## src/rtl/fproc_meas_resp.sv

```systemverilog
// Responder for the proc fproc request/response handshake: latches per-channel
// measurement bits and answers id requests, waiting for a fresh result if needed.
module fproc_meas_resp #(
  parameter int NUM_CHANNELS   = 8,
  parameter int FPROC_ID_WIDTH = 8,
  parameter int DATA_WIDTH     = 32,
  parameter int TIMEOUT_WIDTH  = 16
) (
  input  logic                      clk,
  input  logic                      reset,
  input  logic [FPROC_ID_WIDTH-1:0] fproc_id,
  input  logic                      fproc_enable,
  output logic                      fproc_ready,
  output logic [DATA_WIDTH-1:0]     fproc_data,
  input  logic [NUM_CHANNELS-1:0]   meas,
  input  logic [NUM_CHANNELS-1:0]   meas_valid,
  input  logic [TIMEOUT_WIDTH-1:0]  timeout_cycles,
  output logic [NUM_CHANNELS-1:0]   pending,
  output logic                      err_timeout,
  output logic                      err_bad_id
);

  typedef enum logic [1:0] {IDLE, WAIT, RESP} state_t;

  state_t                    state_q, state_d;
  logic [FPROC_ID_WIDTH-1:0] id_q, id_d;
  logic [TIMEOUT_WIDTH-1:0]  cnt_q, cnt_d;
  logic [TIMEOUT_WIDTH-1:0]  tmo_q, tmo_d;
  logic [NUM_CHANNELS-1:0]   pending_q, pending_d;
  logic [NUM_CHANNELS-1:0]   result_q, result_d;
  logic [DATA_WIDTH-1:0]     data_q, data_d;
  logic                      err_to_q, err_to_d;
  logic                      err_bad_q, err_bad_d;

  logic [NUM_CHANNELS-1:0]   req_oh, wait_oh, consume;
  logic                      id_ok;
  logic                      req_valid, req_meas, req_pend, req_res;
  logic                      wait_valid, wait_meas;

  // One-hot channel decode for the incoming request and for the latched id.
  genvar gi;
  generate
    for (gi = 0; gi < NUM_CHANNELS; gi++) begin : g_ch
      assign req_oh[gi]    = (fproc_id == FPROC_ID_WIDTH'(gi));
      assign wait_oh[gi]   = (id_q == FPROC_ID_WIDTH'(gi));
      // A channel being consumed this cycle never becomes pending.
      assign pending_d[gi] = consume[gi] ? 1'b0 : (meas_valid[gi] | pending_q[gi]);
      assign result_d[gi]  = (meas_valid[gi] && !consume[gi]) ? meas[gi] : result_q[gi];
    end
  endgenerate

  assign id_ok      = (32'(fproc_id) < NUM_CHANNELS);
  assign req_valid  = |(meas_valid & req_oh);
  assign req_meas   = |(meas & req_oh);
  assign req_pend   = |(pending_q & req_oh);
  assign req_res    = |(result_q & req_oh);
  assign wait_valid = |(meas_valid & wait_oh);
  assign wait_meas  = |(meas & wait_oh);

  always_comb begin
    state_d   = state_q;
    id_d      = id_q;
    cnt_d     = cnt_q;
    tmo_d     = tmo_q;
    data_d    = data_q;
    err_to_d  = 1'b0;
    err_bad_d = 1'b0;
    consume   = '0;
    case (state_q)
      IDLE: begin
        if (fproc_enable) begin
          id_d = fproc_id;
          if (!id_ok) begin
            state_d   = RESP;
            data_d    = '0;
            err_bad_d = 1'b1;
          end else if (req_valid) begin
            state_d = RESP;
            data_d  = DATA_WIDTH'(req_meas);
            consume = req_oh;
          end else if (req_pend) begin
            state_d = RESP;
            data_d  = DATA_WIDTH'(req_res);
            consume = req_oh;
          end else begin
            state_d = WAIT;
            cnt_d   = '0;
            tmo_d   = timeout_cycles;
          end
        end
      end
      WAIT: begin
        if (wait_valid) begin
          state_d = RESP;
          data_d  = DATA_WIDTH'(wait_meas);
          consume = wait_oh;
        end else if (tmo_q != '0 && cnt_q == tmo_q - TIMEOUT_WIDTH'(1)) begin
          state_d  = RESP;
          data_d   = '1;
          err_to_d = 1'b1;
        end else begin
          cnt_d = cnt_q + TIMEOUT_WIDTH'(1);
        end
      end
      RESP:    state_d = IDLE;
      default: state_d = IDLE;
    endcase
  end

  always_ff @(posedge clk) begin
    if (reset) begin
      state_q   <= IDLE;
      id_q      <= '0;
      cnt_q     <= '0;
      tmo_q     <= '0;
      pending_q <= '0;
      result_q  <= '0;
      data_q    <= '0;
      err_to_q  <= 1'b0;
      err_bad_q <= 1'b0;
    end else begin
      state_q   <= state_d;
      id_q      <= id_d;
      cnt_q     <= cnt_d;
      tmo_q     <= tmo_d;
      pending_q <= pending_d;
      result_q  <= result_d;
      data_q    <= data_d;
      err_to_q  <= err_to_d;
      err_bad_q <= err_bad_d;
    end
  end

  assign fproc_ready = (state_q == RESP);
  assign fproc_data  = data_q;
  assign pending     = pending_q;
  assign err_timeout = err_to_q;
  assign err_bad_id  = err_bad_q;

endmodule
```

## config.mk

```make
export PLATFORM = sky130hd
export DESIGN_NAME = fproc_meas_resp
export DESIGN_NICKNAME = d
export VERILOG_FILES = /design/src/rtl/fproc_meas_resp.sv
export SDC_FILE = /design/constraint.sdc
export NUM_CORES = 1
export LEC_CHECK = 0
export ABC_AREA = 1
export CAP_MARGIN = 30
export CORE_UTILIZATION = 31
export DETAILED_ROUTE_END_ITERATION = 8
export GPL_ROUTABILITY_DRIVEN = 0
export PLACE_DENSITY = 0.48
export SYNTH_ARGS = -nofsm -noshare
export SYNTH_HDL_FRONTEND = slang
export SYNTH_SLANG_ARGS = --single-unit
```

## constraint.sdc

```tcl
create_clock -name clk -period 3 [get_ports clk]
set_clock_uncertainty 0.05 [all_clocks]
set_input_delay 0.45 -clock clk [delete_from_list [all_inputs] [get_ports clk]]
set_output_delay 0.45 -clock clk [all_outputs]
set_load 0.005 [all_outputs]
```

======== Yosys cells after proc, flatten, opt, wreduce, memory -nomap -nowiden ========
Cells that the tools add are included.
storage, ports and cells
  bits in registers ....................... 92
  bits of input ports ..................... 43
  output and inout port bits .............. 43
  logic and storage cells ................. 142
cells by class
  $add $sub $neg .......................... 2
  order comparisons ....................... 1
  equality and inequality tests ........... 25
  muxes and demuxes ....................... 29
  bitwise operators ....................... 19
  reduce and logical (&&, ||, !) cells .... 43
operator list
  operator                                                              number
  32-bit 2-to-1 mux                                                     6
  16-bit 2-to-1 mux                                                     6
  8-bit by 3-bit == test with 1-bit output, second input constant       8
  32-bit case mux with 2 select lines                                   1
  8-bit bitwise AND                                                     6
  8-bit OR reduction                                                    6
  8-bit 2-to-1 mux                                                      5
  8-bit by 2-bit == test with 1-bit output, second input constant       4
  16-bit case mux with 2 select lines                                   1
  16-bit by 1-bit adder with 16-bit output, second input constant       1
  16-bit == test                                                        1
  8-bit by 1-bit == test with 1-bit output, second input constant       2
  8-bit logical NOT                                                     2
  8-bit case mux with 2 select lines                                    1
  16-bit nonzero test                                                   1
  2-bit OR reduction                                                    8
  16-bit by 1-bit subtractor with 16-bit output, second input constant  1
  2-bit 2-to-1 mux                                                      6
  2-bit inequality test, second input constant                          6
  10-bit OR reduction                                                   1
  1-bit logical AND                                                     9
  1-bit logical NOT                                                     8
  8-bit by 4-bit < comparator with 1-bit output, second input constant  1
  1-bit bitwise OR                                                      8
  other kinds (14)                                                      20

======== Longest topological paths before layout ========
Gate-level depths: netlist of run 1.
  depth in word-level cells ............... 10
  mapped depth ............................ 18
  mapped depth without buffers ............ 18

======== Worst setup path after synthesis of run 1 ========
OpenSTA, ideal clock, no wires.
  path type ............................... input to register
  from .................................... input port fproc_id[7]
  to ...................................... register cnt_q[0]
  data arrival time ....................... 1822 ps
  data required time ...................... 2811 ps
  path slack .............................. 989 ps
  stages .................................. 15
  buffers on the path ..................... 2
  cell sequence ........................... nor2_1 -> nand2_2 -> inv_2 -> buf_6 -> nand3_1 -> nand2_1 -> nor2_2 -> nand3_2 -> nor2_4 -> nand2_2 -> nand2_4 -> nand3_4 -> buf_6 -> nand2_2 -> a21oi_2
between the ends
  word-level cells in the longest chain between the ends .. 5
  elaborated cells between the ends (all ways) .. 17
ends and longest elaborated chain
  element                                                           line    source
  start, declared                                                   11      input logic [FPROC_ID_WIDTH-1:0] fproc_id,
  8-bit by 1-bit == test with 1-bit output (tied with other cells)  44      assign req_oh[gi] = (fproc_id == FPROC_ID_WIDTH'(gi));
  8-bit bitwise AND, on equally long branches                       55, 53
  8-bit OR reduction, on equally long branches                      55, 53
  2-bit inequality test (no line)                                   -
  7-bit AND reduction (no line) *                                   -
  end signal, assigned                                              124     cnt_q <= cnt_d;
  end, declared                                                     27      logic [TIMEOUT_WIDTH-1:0] cnt_q, cnt_d;
Every way passes the cells marked *; elsewhere a longest branch is shown, timed or not.
A chain may end at the register's enable or synchronous reset.

======== Worst setup path in the final report of run 1 ========
  from .................................... input port fproc_id[7]
  to ...................................... register cnt_q[5]
Same word-level chain as after synthesis.

==> results of run 1 <==
[state kept, by name (all words and copies together), names as in the netlist]
name and count:
state_q 2, err_bad_id 1, result_q 8, fproc_data 2, tmo_q 16, id_q 8
cnt_q 16, err_timeout 1, pending 8
[path summary, 6_finish.rpt]
path                            slack, ns  endpoint  depth (start not counted)        start
worst max-delay path                 0.47  cnt_q[5]                         14  fproc_id[7]
worst min-delay path                 0.42   id_q[5]                          2      id_q[5]
worst max register to register       0.54  cnt_q[1]                         15     tmo_q[0]
worst min register to register       0.42   id_q[5]                          2      id_q[5]
[worst max-delay path, stage by stage]
cell and delay, ns:
clkdlybuf4s50_1 0.48, nor2_1 0.06, nand2_2 0.13, inv_2 0.21, nand3_1 0.12, nand2_1 0.08
nor2_2 0.15, nand2_2 0.10, nor2_4 0.24, nand2_2 0.10, nand2_4 0.09, buf_4 0.22
nand4_1 0.15, a21oi_2 0.17
[Yosys cell counts]
cell type | number | share of area (%)
nor2_4 | 4 | 0.99
ha_1 | 3 | 0.82
nand4_1 | 30 | 4.1
nand3_2 | 2 | 0.44
a21oi_1 | 33 | 3.6
buf_6 | 3 | 0.74
buf_2 | 4 | 0.44
nand2_1 | 164 | 13
buf_1 | 1 | 0.082
nor3_1 | 7 | 0.77
inv_1 | 65 | 5.3
xnor2_1 | 6 | 1.2
nor2_2 | 10 | 1.4
clkbuf_2 | 2 | 0.22
nor4_1 | 2 | 0.27
inv_2 | 4 | 0.33
nor2_1 | 120 | 9.9
o2111a_1 | 8 | 2.0
o21ai_0 | 24 | 2.6
nand3b_1 | 6 | 0.99
a21oi_2 | 9 | 1.7
clkbuf_1 | 10 | 0.82
nand2_2 | 18 | 2.5
nand2_4 | 1 | 0.25
nand3_1 | 78 | 8.6
nand3_4 | 2 | 0.77
buf_4 | 30 | 4.9
o21ai_1 | 3 | 0.33
o2111ai_1 | 1 | 0.19
xor2_1 | 15 | 2.9
nor3b_1 | 1 | 0.16
dfxtp_1 | 62 | 27
[logic make-up (layout without fill, tap and decap cells)]
logic type	after synthesis	in the layout
buffers and inverters	119	175
XOR/XNOR	21	21
AO/OA/AOI/OAI	78	78
AND/OR/NAND/NOR	445	445
flip-flops	62	62
adder cells (fa/ha/maj)	3	3
[power breakdown]
| group | total (W) | internal (W) | switching (W) |
|---|---|---|---|
| Combinational | 0.000432 | 0.000176 | 0.000256 |
| Sequential | 0.000890 | 0.000860 | 0.0000297 |
| Clock | 0.00116 | 0.000768 | 0.000394 |
[final cells by class]
cell class / count / area (µm²)
clock inverter: 3 / 67.6
timing repair buffer: 91 / 896
fill: 1543 / 8420
sequential: 62 / 1240
inverter: 69 / 259
multi-input combinational: 547 / 2730
clock buffer: 12 / 256
tap: 180 / 225
[metrics by stage]
stage	util, %	worst slack [ns]	cells
finish	40.3	0.468	964
global route	40.3	0.172	964
CTS	40.3	0.484	964
detailed placement	38.0	0.142	949
global placement	38.0	0.189	949
floorplan	-	0.989	728
[routing by layer]
metal / global-route usage [%] / routed length (µm) / vias up / part of all wire, %
met5: 0 / 0 / - / 0
met4: 7.61 / 378 / 0 / 2.6
met3: 3.87 / 479 / 25 / 3.4
met2: 34.0 / 6930 / 106 / 49
met1: 24.3 / 6480 / 2183 / 45
li1: - / - / 2449 / -
==> impl_metrics.tcl, run 1 <==
set metrics [dict create \
    start_util_pct 32.4 \
    tns_ns 0 \
    synth_top_family_by_area "simple AND/OR/NAND/NOR gates" \
    clk-insertion-delay-late_ns 0.34 \
    grt_overflow 0 \
    hp-class "reg2reg" \
    synth_area_per_cell_um2 6.26 \
    min_period_ns 2.53 \
    cap_viol_max_count 0 \
    coreArea_mm2 0.0141 \
    postCtsSetupBuffers 0 \
    syn_to_final_growth_pct 24.4 \
    vias 4763 \
    cts-root-buf "clkbuf_16" \
    num_rows 43 \
    grt_usage_pct 19.8 \
    cts.sinks 62 \
    synth_mux_area_share_pct 0 \
    synth_fa_ha_area_share_pct 0.823 \
    io_buffers 85 \
    cp.arrival_ns 2.75 \
    htree_levels 3 \
    drive_above_1_share_pct 8.93 \
    synth_fp_nets 774 \
    hold_viol 0 \
    post-route-cell-area_mm2 0.00568 \
    crit_required_ns 3.22 \
    final_common_cell "nand2_1" \
    endpoint_kind "flop" \
    ir_worst_vdd_mv 0.246 \
    grt_setup_unrepaired "no" \
    die_y_um 123 \
    path_max_fanout 28 \
    ant_nets 0 \
    post_cts_resized 0 \
    status "finished, final reports clean" \
    hold_buffers 0 \
    post-route-period-util_pct 84.4 \
    yosysSeqAreaShare_pct 27.2 \
    drt-initial-drc-count 263 \
    vias_per_cell 4.94 \
    max_freq_ghz 0.395 \
    synthCells 728 \
    ios 86 \
    finalMaxSlewViolations 0 \
    antenna_found_initial 0 \
    cts_buffers 9 \
    first_pass_iters 5 \
    grt_max_degree 42 \
    synthDistinctLibCells 32 \
    hold_ws_ns 0.421 \
    dpl_cell_area_mm2 0.00535 \
    start_kind "primary input" \
    critPathKind "in2reg" \
    grt_pass1_vias 4516 \
    yosys_register_bits 62 \
    detail_route.wl_per_cell_um 14.8 \
    layout_common_cells "nand2_1 (164), nor2_1 (120), clkdlybuf4s50_1 (85), nand3_1 (78), inv_1 (65)" \
    slew_headroom_pct 43.5 \
    p_total_w 0.00248 \
    tightest_slew_ns 0.847 \
    drc 0 \
    clock_path_buffers 2 \
    wl_um 14300 \
    leakagePower_nw 2.37 \
    grt_pass1_wl_um 22900 \
    finalSetupViolations 0 \
    synth-xor-area-share_pct 4.03 \
    die_x_um 123 \
    diodes 0 \
    cts_tree "yes" \
    synthSimpleGateAreaFrac_pct 44.5 \
    path_clk_slew_ns 0.05 \
    synth_compound_area_share_pct 10.5 \
    dpl.hpwl_um 11000 \
    power.density_mw_per_mm2 438 \
    final_nets 826 \
    die_area_mm2 0.0152 \
    yosys_warnings 0 \
    syn-cell-area_mm2 0.00456 \
]
(Power assumes the default switching activity.)
==> inputs of run 2 (changes only) <==
==> constraint.sdc (replaced) <==
create_clock -name clk -period 2.35 [get_ports clk]
set_clock_uncertainty 0.05 [all_clocks]
set_input_delay 0.3525 -clock clk [delete_from_list [all_inputs] [get_ports clk]]
set_output_delay 0.3525 -clock clk [all_outputs]
set_load 0.005 [all_outputs]
==> run 2 against run 1 <==
Net effect:
- flip-flop and latch count stayed put
- register-to-register slack worse by 0.37 ns
- power rose by 24%
- worst setup slack worse by 0.30 ns
- sequential share of layout area decreased by 1.6 points
- via count grew 3.5%
- core utilization up 3.1 points
- critical path type unchanged
==> impl_metrics.tcl, run 2 (same netlist as run 1, synthesis figures left out) <==
set metrics [dict create \
    fillers 1516 \
    min_to "id_q[1]" \
    die_x_um 123 \
    antenna_found_initial 0 \
    post-route-util_pct 43.4 \
    status "finished, final reports clean" \
    hp-class "in2reg" \
    die_area_mm2 0.0152 \
    worstReg2RegStart "tmo_q[0]" \
    r2r-end "cnt_q[6]" \
    cts-root-buf "clkbuf_16" \
    cts.sinks 62 \
    ant_nets 0 \
    top_regs "cnt_q x16, tmo_q x16" \
    finalSetupViolations 0 \
    clock_path_buffers 2 \
    tightest_slew_ns 0.572 \
    post-route-period-util_pct 92.9 \
    io_buffers 85 \
    cts_tree "yes" \
    internal_power_w 0.00218 \
    grt_pass1_vias 4716 \
    drt-initial-drc-count 239 \
    syn_to_final_growth_pct 34.2 \
    htree_levels 3 \
    vias_per_cell 4.87 \
    detail_route.wl_per_cell_um 14.8 \
    path_clk_slew_ns 0.06 \
    cts_buffers 9 \
    dp_cells 993 \
    pwr-share-seq_pct 36.7 \
    fin_cells 1013 \
    cap_viol_max_count 0 \
    ir_worst_vdd_mv 0.297 \
    critPathKind "in2reg" \
    leakagePower_nw 2.62 \
    final_common_cell "nand2_1" \
    power.density_mw_per_mm2 505 \
    drive_above_1_share_pct 15.0 \
    final_nets 874 \
    post-route-cell-area_mm2 0.00612 \
    endpoint_kind "flop" \
    start_util_pct 32.4 \
    finalMaxSlewViolations 0 \
    dpl.hpwl_um 11500 \
    crit_required_ns 2.58 \
    r2r_setup_slack_ns 0.17 \
    coreArea_mm2 0.0141 \
    ios 86 \
    first_pass_iters 5 \
    max_freq_ghz 0.458 \
    clkPwrFrac_pct 43.2 \
    layout_common_cells "nand2_1 (163), nor2_1 (119), clkdlybuf4s50_1 (84), nand3_1 (78), inv_1 (64)" \
    min_from "fproc_id[1]" \
    dpl_cell_area_mm2 0.00572 \
    p_sw_w 0.000908 \
    rr_worst_depth 14 \
    vias 4932 \
    diodes 0 \
    drc 0 \
    clk-insertion-delay-late_ns 0.34 \
    min_period_ns 2.18 \
    grt_overflow 0 \
    grt_max_degree 32 \
    num_rows 43 \
    grt_usage_pct 20.3 \
    path_max_fanout 19 \
    sw_frac_of_total_pct 29.4 \
    cp.arrival_ns 2.41 \
    p_comb_share_pct 20.1 \
    hold_viol 0 \
    wl_um 15000 \
    start_kind "primary input" \
    worstHoldPathCells 3 \
    grt_pass1_wl_um 23500 \
    tns_ns 0 \
    die_y_um 123 \
    slew_headroom_pct 61.8 \
]
==> run 2: changes by cell type in the layout (fill, tap and decap cells not counted), sizes merged <==
cell / before / now
buf: 6 / 51
bufinv: 2 / 1
clkbuf: 12 / 11
clkdlybuf4s50: 85 / 84
clkinv: 0 / 2
clkinvlp: 1 / 3
dlymetal6s2s: 0 / 1
nand3: 82 / 84
==> run 2: power by group through the flow <==
stage / Sequential (W) / Clock [W] / Combinational (W)
after floorplan: 0.00115 / 0 / 0.000336
after global placement: 0.00116 / 0 / 0.000599
after detailed placement: 0.00116 / 0 / 0.000605
after CTS: 0.00113 / 0.00138 / 0.000607
after global routing: 0.00114 / 0.00142 / 0.000683
final: 0.00113 / 0.00133 / 0.000622
==> run 2: cell type report <==
cell class	count	area (µm²)	share of cell area (%)
multi-input cells	549	2790	45.6
repair buffers	137	1310	21.4
flip-flops and latches	62	1240	20.3
inverters	69	259	4.23
clock buffers	10	229	3.74
well taps	180	225	3.68
clock inverters	6	62.6	1.02
==> run 2: timing repair <==
item / CTS / global route
resized for setup: 0 / 14
setup buffers: 0 / 1
hold buffers: 0 / 0
setup endpoints to repair: 0 / 26
==> run 2: metal layers <==
layer,share of wire [%],wire [µm],global-route usage [%]
met3,4.0,606,4.66
met4,2.2,329,6.70
met5,0,0,0
met2,50,7490,35.8
met1,44,6550,24.2
==> run 2: how the worst max path moves through the flow <==
stage,start,end,slack [ns]
after floorplan,tmo_q[0],cnt_q[0],0.38
after global placement,fproc_id[7],cnt_q[6],-0.21
after detailed placement,fproc_id[7],cnt_q[10],-0.23
after CTS,fproc_id[7],cnt_q[9],0.12
after global routing,tmo_q[7],cnt_q[5],-0.002
final,fproc_id[7],cnt_q[10],0.17
==> run 2: worst max-delay path, cell delays in order <==
cell             delay, ns
clkdlybuf4s50_1       0.48
nor2_1                0.06
nand2_2               0.13
inv_2                 0.16
nand3_1               0.12
nand2_1               0.07
nor2_2                0.14
nand2_2               0.09
nor2_4                0.15
nand2_2               0.08
nand2_4               0.13
buf_12                0.16
nand4_1               0.12
a21oi_2               0.16
==> run 2: per-stage QoR <==
step	hold WS, ns	setup WS, ns	power (W)
6_report	0.399	0.167	0.00309
5_1_grt	0.441	-0.00181	0.00324
4_1_cts	0.419	0.118	0.00313
3_3_place_gp	0.409	-0.206	0.00176
2_1_floorplan	0.382	0.378	0.00149
3_5_place_dp	0.410	-0.234	0.00176
==> inputs of run 3 (changes only) <==
--- a/config.mk
+++ b/config.mk
@@ -11,6 +11,7 @@
 export DETAILED_ROUTE_END_ITERATION = 8
 export GPL_ROUTABILITY_DRIVEN = 0
 export PLACE_DENSITY = 0.48
+export RECOVER_POWER = 100
 export SYNTH_ARGS = -nofsm -noshare
 export SYNTH_HDL_FRONTEND = slang
 export SYNTH_SLANG_ARGS = --single-unit
==> run 3 against run 2 <==
Net effect:
- critical endpoint is now result_q[7]
- count of clock-buffer cells in the layout is the same
- routed wire length hardly changed
- sequential share of layout area rose by 0.083 points
- core utilization fell by 0.18 points
- clock power about the same
- via count fell by 0.30%
- sequential power is essentially flat
- largest power group unchanged
- non-clock buffer count stayed put
- die area is the same
- worst setup slack lost 0.0029 ns
==> impl_metrics.tcl, run 3 (same netlist as run 1, synthesis figures left out) <==
set metrics [dict create \
    critPathKind "in2reg" \
    hold_viol 0 \
    min_from "fproc_id[1]" \
    final_nets 874 \
    rr_worst_depth 14 \
    clock_path_buffers 2 \
    antenna_found_initial 0 \
    drt-initial-drc-count 244 \
    internal_power_w 0.00217 \
    num_rows 43 \
    critPathTopFamily "simple AND/OR/NAND/NOR gates" \
    grt_overflow 0 \
    first_pass_iters 4 \
    min_period_ns 2.19 \
    sw_frac_of_total_pct 29.4 \
    ant_nets 0 \
    pwr-share-seq_pct 36.9 \
    worstHoldPathCells 3 \
    die_area_mm2 0.0152 \
    ios 86 \
    hp-class "in2reg" \
    r2r_setup_slack_ns 0.18 \
    crit_buf_inv 4 \
    grt_usage_pct 20.3 \
    path_clk_slew_ns 0.05 \
    finalMaxSlewViolations 0 \
    cp.arrival_ns 2.42 \
    io_buffers 85 \
    top_regs "cnt_q x16, tmo_q x16" \
    cts.sinks 62 \
    detail_route.wl_per_cell_um 14.8 \
    post-route-util_pct 43.2 \
    coreArea_mm2 0.0141 \
    syn_to_final_growth_pct 33.6 \
    power.density_mw_per_mm2 504 \
    start_kind "primary input" \
    cts-root-buf "clkbuf_16" \
    tightest_slew_ns 0.586 \
    cts_buffers 9 \
    tns_ns 0 \
    clkPwrFrac_pct 43.4 \
    vias 4917 \
    status "finished, final reports clean" \
    finalSetupViolations 0 \
    path_max_fanout 19 \
    final_common_cell "nand2_1" \
    cap_viol_max_count 0 \
    post-route-period-util_pct 93.0 \
    dpl.hpwl_um 11500 \
    wl_um 15000 \
    endpoint_kind "flop" \
    diodes 0 \
    critPathSlowestCell "clkdlybuf4s50_1" \
    crit_chain "clkdlybuf4s50_1, nor2_1, nand2_2, inv_2, nand3_1, nand2_1, nor2_2, nand2_2, nor2_4, inv_1, buf_12, nand3_1, nand3_1, nand2_1, nand2_1, nor2_1" \
    leakagePower_nw 2.73 \
    grt_pass1_vias 4716 \
    start_util_pct 32.4 \
    drive_above_1_share_pct 14.5 \
    crit_required_ns 2.58 \
    hold_ws_ns 0.402 \
    ir_worst_vdd_mv 0.295 \
    slew_headroom_pct 60.9 \
    die_y_um 123 \
    die_x_um 123 \
    min_to "id_q[1]" \
    grt_max_degree 32 \
    max_freq_ghz 0.457 \
    cts_tree "yes" \
    htree_levels 3 \
    vias_per_cell 4.85 \
    drc 0 \
    worstReg2RegStart "tmo_q[0]" \
    layout_common_cells "nand2_1 (164), nor2_1 (119), nand3_1 (78), inv_1 (64), dfxtp_1 (61)" \
    clk-insertion-delay-late_ns 0.34 \
    p_sw_w 0.000904 \
    critPathMaxStageDelay_ns 0.48 \
    r2r-end "cnt_q[6]" \
    p_comb_share_pct 19.7 \
    grt_pass1_wl_um 23500 \
]
==> run 3: per-stage QoR <==
stage               power, W  setup slack (ns)  cell area (µm²)  instances
CTS                  0.00313             0.118             6010       1009
detailed placement   0.00176            -0.234             5720        993
global route         0.00322          -0.00176             6090       1013
floorplan            0.00149             0.378             4560        728
finish               0.00307             0.164             6090       1013
global placement     0.00176            -0.206             5720        993
==> run 3: routing by layer <==
metal  GRT usage [%]  wire [µm]  share of wire [%]
met5               0          0                  0
met4            6.70        324                2.2
met3            4.66        663                4.4
met2            35.8       7490                 50
met1            24.2       6490                 43
==> run 3: worst max-delay path by stage <==
stage,startpoint,to,slack [ns],depth (start not counted)
2_1_floorplan,tmo_q[0],cnt_q[0],0.38,16
3_3_place_gp,fproc_id[7],cnt_q[6],-0.21,14
3_5_place_dp,fproc_id[7],cnt_q[10],-0.23,14
4_1_cts,fproc_id[7],cnt_q[9],0.12,14
5_1_grt,tmo_q[7],cnt_q[5],-0.002,13
6_report,fproc_id[7],result_q[7],0.16,16
==> run 3: layout make-up <==
type	count	area (µm²)
Inverter	69	259
Timing Repair Buffer	137	1290
Multi-Input combinational cell	549	2780
Sequential cell	62	1240
Tap cell	180	225
Clock buffer	10	229
Clock inverter	6	62.6
Fill cell	1520	8000
==> run 3: what timing repair did <==
action                                  4_1_cts  5_1_grt
endpoints found under the hold margin         0        0
buffers inserted                              0        1
hold buffers                                  0        0
resized for setup                             0       14
endpoints found under the setup margin        0       26
==> run 3: worst reg2reg max path: stages, from the launching register on <==
cell     delay [ns]
dfxtp_2        0.32
inv_1          0.10
buf_4          0.14
nand3_1        0.16
nand2_1        0.13
nand2_1        0.06
nor2_1         0.10
nand2_1        0.07
nor2_1         0.10
nand2_1        0.09
nor2_4         0.16
nand3_4        0.18
nand3_2        0.24
nand2_1        0.07
a21oi_1        0.13
==> run 3: power by group through the flow <==
stage / combinational (W) / sequential [W] / clock [W]
final: 0.000607 / 0.00113 / 0.00133
after global routing: 0.000669 / 0.00114 / 0.00142
after CTS: 0.000607 / 0.00113 / 0.00138
after detailed placement: 0.000605 / 0.00116 / 0
after global placement: 0.000599 / 0.00116 / 0
after floorplan: 0.000336 / 0.00115 / 0
